===== src/rtl/red_pitaya_hk_dna_seq_if.sv =====
`default_nettype none
// ============================================================================
//  Module   : red_pitaya_hk_dna_seq_if
//  Purpose  : Signal bundle between the DNA sequencer and the DNA_PORT
//             primitive.
//  Signals  : dna_clk   - DNA_PORT.CLK (before BUFG)
//             dna_read  - DNA_PORT.READ
//             dna_shift - DNA_PORT.SHIFT
//             dna_dout  - DNA_PORT.DOUT
//  Modports : master - sequencer side (drives clk/read/shift, samples dout)
//             slave  - DNA_PORT side
//  Revision : 1.0 - initial release
// ============================================================================
interface red_pitaya_hk_dna_seq_if;
    logic dna_clk;
    logic dna_read;
    logic dna_shift;
    logic dna_dout;

    modport master (
        output dna_clk,
        output dna_read,
        output dna_shift,
        input  dna_dout
    );

    modport slave (
        input  dna_clk,
        input  dna_read,
        input  dna_shift,
        output dna_dout
    );
endinterface
`default_nettype wire


===== src/rtl/red_pitaya_hk_dna_seq.sv =====
`default_nettype none
// ============================================================================
//  Module   : red_pitaya_hk_dna_seq
//  Purpose  : Sequencer for the DNA_PORT primitive. Generates the DNA clock,
//             READ and SHIFT controls and deserialises the device DNA (MSB
//             first). One readout runs after reset (AUTO_START) and one per
//             accepted start_i pulse.
//  Ports    : clk_i       - system clock
//             rstn_i      - asynchronous active-low reset
//             start_i     - 1-cycle re-read request, accepted only when idle
//             busy_o      - readout in progress
//             dna_valid_o - dna_value_o holds a complete readout
//             dna_value_o - last completed DNA value
//             dna_port    - DNA_PORT clock/read/shift/dout bundle (master)
//  Revision : 1.0 - initial release
// ============================================================================
module red_pitaya_hk_dna_seq #(
    parameter int CLK_DIV    = 4,     // clk_i cycles per DNA clock half-period (2..255)
    parameter int DNA_BITS   = 57,
    parameter bit AUTO_START = 1'b1
) (
    input  logic                    clk_i,
    input  logic                    rstn_i,
    input  logic                    start_i,
    output logic                    busy_o,
    output logic                    dna_valid_o,
    output logic [DNA_BITS-1:0]     dna_value_o,
    red_pitaya_hk_dna_seq_if.master dna_port
);

    localparam int         BCW      = $clog2(DNA_BITS + 1);
    localparam logic [7:0] DIV_LAST = 8'(CLK_DIV - 1);
    localparam logic [BCW-1:0] BIT_LAST = BCW'(DNA_BITS - 1);

    localparam logic [1:0] ST_IDLE  = 2'd0;
    localparam logic [1:0] ST_LOAD  = 2'd1;
    localparam logic [1:0] ST_SHIFT = 2'd2;
    localparam logic [1:0] ST_DONE  = 2'd3;

    logic [1:0]          r_state;
    logic [7:0]          r_div_cnt;
    logic [BCW-1:0]      r_bit_cnt;
    logic [DNA_BITS-1:0] r_shreg;
    logic                r_auto;
    logic                r_busy;
    logic                r_valid;
    logic [DNA_BITS-1:0] r_value;
    logic                r_dna_clk;
    logic                r_read;
    logic                r_shift;

    logic [1:0]          w_state_nxt;
    logic [7:0]          w_div_cnt_nxt;
    logic [BCW-1:0]      w_bit_cnt_nxt;
    logic [DNA_BITS-1:0] w_shreg_nxt;
    logic                w_busy_nxt;
    logic                w_valid_nxt;
    logic [DNA_BITS-1:0] w_value_nxt;
    logic                w_dna_clk_nxt;
    logic                w_read_nxt;
    logic                w_shift_nxt;

    logic w_start;
    logic w_div_last;
    logic w_sample;
    logic w_last_bit;

    // r_auto is high only in the first cycle after reset release.
    assign w_start    = start_i | r_auto;
    assign w_div_last = (r_div_cnt == DIV_LAST);
    // DOUT is sampled at the end of each low phase, just before the rising
    // edge that would advance DNA_PORT to the next bit.
    assign w_sample   = (r_state == ST_SHIFT) && w_div_last && !r_dna_clk;
    assign w_last_bit = (r_bit_cnt == BIT_LAST);

    // ---------------------------------------------------------------- state
    always_ff @(posedge clk_i or negedge rstn_i) begin
        if (!rstn_i) begin
            r_state <= ST_IDLE;
        end else begin
            r_state <= w_state_nxt;
        end
    end

    // ----------------------------------------------------------- next state
    always_comb begin
        w_state_nxt = r_state;
        case (r_state)
            ST_IDLE:  if (w_start)                 w_state_nxt = ST_LOAD;
            ST_LOAD:  if (w_div_last && r_dna_clk) w_state_nxt = ST_SHIFT;
            ST_SHIFT: if (w_sample && w_last_bit)  w_state_nxt = ST_DONE;
            ST_DONE:                               w_state_nxt = ST_IDLE;
            default:                               w_state_nxt = ST_IDLE;
        endcase
    end

    // ------------------------------------------------ next registered values
    always_comb begin
        w_div_cnt_nxt = 8'd0;
        w_bit_cnt_nxt = r_bit_cnt;
        w_shreg_nxt   = r_shreg;
        w_valid_nxt   = r_valid;
        w_value_nxt   = r_value;
        w_dna_clk_nxt = 1'b0;

        // READ/SHIFT/busy follow the state being entered so they change on
        // the same edge as the state itself.
        w_read_nxt    = (w_state_nxt == ST_LOAD);
        w_shift_nxt   = (w_state_nxt == ST_SHIFT);
        w_busy_nxt    = (w_state_nxt == ST_LOAD) || (w_state_nxt == ST_SHIFT);

        case (r_state)
            ST_IDLE: begin
                if (w_start) begin
                    w_valid_nxt   = 1'b0;
                    w_bit_cnt_nxt = '0;
                end
            end
            ST_LOAD: begin
                w_div_cnt_nxt = w_div_last ? 8'd0 : r_div_cnt + 8'd1;
                w_dna_clk_nxt = w_div_last ? ~r_dna_clk : r_dna_clk;
            end
            ST_SHIFT: begin
                w_div_cnt_nxt = w_div_last ? 8'd0 : r_div_cnt + 8'd1;
                w_dna_clk_nxt = w_div_last ? ~r_dna_clk : r_dna_clk;
                if (w_sample) begin
                    w_shreg_nxt   = {r_shreg[DNA_BITS-2:0], dna_port.dna_dout};
                    w_bit_cnt_nxt = r_bit_cnt + 1'b1;
                    // No rising edge after the final sample.
                    if (w_last_bit) begin
                        w_dna_clk_nxt = 1'b0;
                    end
                end
            end
            ST_DONE: begin
                w_value_nxt = r_shreg;
                w_valid_nxt = 1'b1;
            end
            default: ;
        endcase
    end

    // ------------------------------------------------- datapath and outputs
    always_ff @(posedge clk_i or negedge rstn_i) begin
        if (!rstn_i) begin
            r_div_cnt <= 8'd0;
            r_bit_cnt <= '0;
            r_shreg   <= '0;
            r_auto    <= AUTO_START;
            r_busy    <= 1'b0;
            r_valid   <= 1'b0;
            r_value   <= '0;
            r_dna_clk <= 1'b0;
            r_read    <= 1'b0;
            r_shift   <= 1'b0;
        end else begin
            r_div_cnt <= w_div_cnt_nxt;
            r_bit_cnt <= w_bit_cnt_nxt;
            r_shreg   <= w_shreg_nxt;
            r_auto    <= 1'b0;
            r_busy    <= w_busy_nxt;
            r_valid   <= w_valid_nxt;
            r_value   <= w_value_nxt;
            r_dna_clk <= w_dna_clk_nxt;
            r_read    <= w_read_nxt;
            r_shift   <= w_shift_nxt;
        end
    end

    assign busy_o             = r_busy;
    assign dna_valid_o        = r_valid;
    assign dna_value_o        = r_value;
    assign dna_port.dna_clk   = r_dna_clk;
    assign dna_port.dna_read  = r_read;
    assign dna_port.dna_shift = r_shift;

endmodule
`default_nettype wire


===== src/flat_wrapper.sv =====
// flat-port wrapper written by rule: the top's interface ports become plain ports
module red_pitaya_hk_dna_seq_flat 
#(
    parameter int CLK_DIV    = 4,                                                       
    parameter int DNA_BITS   = 57,
    parameter bit AUTO_START = 1'b1
)
  (clk_i, rstn_i, start_i, busy_o, dna_valid_o, dna_value_o, dna_port_dna_clk, dna_port_dna_read, dna_port_dna_shift, dna_port_dna_dout);
  red_pitaya_hk_dna_seq_if dna_port_i ();
  input  logic clk_i;
  input  logic rstn_i;
  input  logic start_i;
  output logic busy_o;
  output logic dna_valid_o;
  output logic [DNA_BITS-1:0] dna_value_o;
  output wire logic [$bits(dna_port_i.dna_clk)-1:0] dna_port_dna_clk;
  output wire logic [$bits(dna_port_i.dna_read)-1:0] dna_port_dna_read;
  output wire logic [$bits(dna_port_i.dna_shift)-1:0] dna_port_dna_shift;
  input wire logic [$bits(dna_port_i.dna_dout)-1:0] dna_port_dna_dout;
  assign dna_port_dna_clk = dna_port_i.dna_clk;
  assign dna_port_dna_read = dna_port_i.dna_read;
  assign dna_port_dna_shift = dna_port_i.dna_shift;
  assign dna_port_i.dna_dout = dna_port_dna_dout;
  red_pitaya_hk_dna_seq #(.CLK_DIV(CLK_DIV), .DNA_BITS(DNA_BITS), .AUTO_START(AUTO_START)) u_core (.clk_i(clk_i), .rstn_i(rstn_i), .start_i(start_i), .busy_o(busy_o), .dna_valid_o(dna_valid_o), .dna_value_o(dna_value_o), .dna_port(dna_port_i));
endmodule

===== config.mk =====
export PLATFORM = sky130hd
export DESIGN_NAME = red_pitaya_hk_dna_seq_flat
export DESIGN_NICKNAME = d
export VERILOG_FILES = /design/src/rtl/red_pitaya_hk_dna_seq_if.sv /design/src/rtl/red_pitaya_hk_dna_seq.sv /design/src/flat_wrapper.sv
export SDC_FILE = /design/constraint.sdc
export NUM_CORES = 1
export LEC_CHECK = 0
export CAP_MARGIN = 25
export CORE_MARGIN = 2
export CORE_UTILIZATION = 40
export DETAILED_ROUTE_END_ITERATION = 12
export PLACE_DENSITY = 0.71
export SLEW_MARGIN = 5
export SYNTH_ARGS = -nofsm -noshare
export SYNTH_HDL_FRONTEND = slang
export SYNTH_SLANG_ARGS = --single-unit
export TNS_END_PERCENT = 20

===== constraint.sdc =====
create_clock -name clk_i -period 4 [get_ports clk_i]
set_input_delay 0.8 -clock clk_i [delete_from_list [all_inputs] [get_ports clk_i]]
set_output_delay 0.8 -clock clk_i [all_outputs]
set_load 0.05 [all_outputs]

==> flow_summary.toml <==
[place]
dp.cells = 589
gp_congestion = 0.8217
place_area_um2 = 6252
post-place-ws_ps = 1454
numPortBuffers = 65
hpwl_mm = 5.686

[synthesis]
synth_cell_types = 35
ys_ff_latch = 136
synth_nets = 372
synth_top_area_share_pct = 62.51
yosysWarnings = 0
netlist_instances = 359
syn-cell-area_um2 = 5404
syn_avg_cell_area_um2 = 15.05
yosysSeqAreaShare_pct = 63.00
yosysTopAreaCell = "dfrtp_1"
synth.top_cells.by_area = "dfrtp_1 (63%), mux2_2 (14%), mux2_1 (9.8%)"

[floorplan]
die_w_um = 120.2
core_area_um2 = 13240
die_h_um = 120.2
initial_core_util_pct = 40.81
die_area_um2 = 14460
ios = 66
num_rows = 42

[sta]
period_share_pct = 60.31
timing.hold.ws_ps = 351.3
setup_viol = 0
min_period_ps = 2413
hold_viol = 0
fin_setup_tns_ps = 0
skew_ps = 6.068
slew_headroom_pct = 61.98
timing.fmax_ghz = 0.4145
worst_pin_slew_ps = 570.4
drv_slew = 0
grt_setup_unrepaired = "no"
fin_ws_ps = 1587

[critical_path]
cp_top_family = "buffers and inverters"
crit_fanout = 3
cp_data_required_time_ps = 3200
slowest_delay_ps = 820
cpMaxStageDelayCell = "clkdlybuf4s50_1"
path_cells = "clkdlybuf4s50_1"
crit_buf_inv = 1
worstPathArrival_ps = 1610
startpoint_type = "flip-flop"
path_class = "flip-flop to output pin"
end_kind = "output pin"

[finish]
layout-drive-gt1-share_pct = 25.39
final_core_util_pct = 51.84
finish.instance_area_um2 = 6865
fin_cells = 621
final_common_cell = "dfrtp_1"
layout_common_cells = "dfrtp_1 (135), mux2_2 (67), clkdlybuf4s50_1 (64), mux2_1 (47), clkbuf_16 (17)"
n_antenna_cell = 0
fin_nets = 445
area_growth_pct = 27.04

[clocking]
cts_max_path_buffers = 2
numCtsBuffers = 17
clkLatencyLatePin_ps = 420
cts-root-buf = "clkbuf_16"
cts_resized = 0
clk_pin_slew_ps = 60
cts_tree = "built"
cts_sinks = 136
post_cts.repair.setup_buffers = 0
htreeDepth = 4
ctsHoldBuffers = 0

[grt]
grt_usage_pct = 13.89
antenna_found_initial = 0
grt_overflow = 0
grt_first_pass_wirelength_mm = 15.46
grt_pass1_vias = 3162
grt_max_degree = 78

[drt]
drc_errors = 0
drtAntennaViolNets = 0
initialDrtViolationCount = 136
viasPerCell = 4.839
wire_per_inst_um = 14.33
first_pass_iters = 4
routed_wl_mm = 8.901
num_vias = 3005

[pwr]
powerDensity_nw_per_um2 = 477.5
finalPower_mw = 3.278
irDropWorstVdd_mv = 0.2096
p_leak_nw = 3.353

[status]
run_status = "completed"

[hold_path]
hold_class = "input port to asynchronous set/reset pin"

[flow_run]
cap_violations = 0
## synth_stat cells (all sizes together)
| library cell | instances |
|---|---|
| a2111oi | 1 |
| a211oi | 3 |
| a21oi | 4 |
| a22oi | 1 |
| and2 | 5 |
| and3 | 3 |
| buf | 10 |
| clkbuf | 6 |
| conb | 1 |
| dfrtp | 135 |
| dfstp | 1 |
| ha | 9 |
| inv | 10 |
| mux2 | 114 |
| mux2i | 7 |
| nand2 | 14 |
| nand2b | 4 |
| nand3 | 4 |
| nand4 | 2 |
| nand4b | 1 |
| nor2 | 10 |
| nor3b | 1 |
| nor4 | 1 |
| o22a | 1 |
| o2bb2ai | 1 |
| o41ai | 2 |
| or2 | 1 |
| or3 | 1 |
| xnor2 | 3 |
| xor2 | 3 |
## sequential cells by signal, indices dropped and copies added, names as in the netlist
signal,count
u_core.busy_o,1
u_core.dna_port.dna_clk,1
u_core.dna_port.dna_read,1
u_core.dna_port.dna_shift,1
u_core.dna_valid_o,1
u_core.dna_value_o,57
u_core.r_auto,1
u_core.r_bit_cnt,6
u_core.r_div_cnt,8
u_core.r_shreg,57
u_core.r_state,2
## final timing paths
| path | startpoint | end | slack [ps] | depth (start not counted) |
|---|---|---|---|---|
| worst min register to register | u_core.r_div_cnt[0]$_DFF_PN0_ | u_core.r_div_cnt[0]$_DFF_PN0_ | 480 | 1 |
| min in group clk_i | u_core.r_div_cnt[0]$_DFF_PN0_ | u_core.r_div_cnt[0]$_DFF_PN0_ | 480 | 1 |
| max in group asynchronous | rstn_i | u_core.dna_value_o[22]$_DFFE_PN0P_ | 2870 | 2 |
| worst max-delay path | u_core.dna_port.dna_clk$_DFF_PN0_ | dna_port_dna_clk | 1590 | 1 |
| worst max register to register | u_core.r_div_cnt[0]$_DFF_PN0_ | u_core.busy_o$_DFF_PN0_ | 1720 | 10 |
| worst min-delay path | rstn_i | u_core.dna_value_o[43]$_DFFE_PN0P_ | 350 | 1 |
## cell type report
class,instances,area (um2)
clock inverter,14,173.9
timing repair buffer,70,701.9
clock buffer,18,439.2
tap,176,220.2
multi-input combinational,197,1888
inverter,10,37.54
sequential,136,3405
fill,1132,6377
## cell families after synthesis
group	Yosys count	synth area share [%]
AO/OA/AOI/OAI	13	2.292
XOR/XNOR	6	0.9726
adder cells (fa/ha/maj)	9	2.084
buffers and inverters	26	2.107
flip-flops	136	63.00
multiplexers	121	25.05
other	1	0.06939
AND/OR/NAND/NOR	47	4.423
## per-layer routing
metal / track usage, % / vias up / share of wire, %
li1: - / 1397 / -
met3: 4.198 / 17 / 4.2
met4: 7.413 / 0 / 2.4
met5: 0 / - / 0
met1: 17.49 / 1528 / 45
met2: 21.63 / 63 / 48
## power breakdown
part | total (mW) | switching [mW] | internal [mW]
clock network | 1.58 | 0.585 | 0.998
registers | 1.43 | 0.0210 | 1.41
logic | 0.269 | 0.178 | 0.0907
Power figures use the tool's default switching activity.
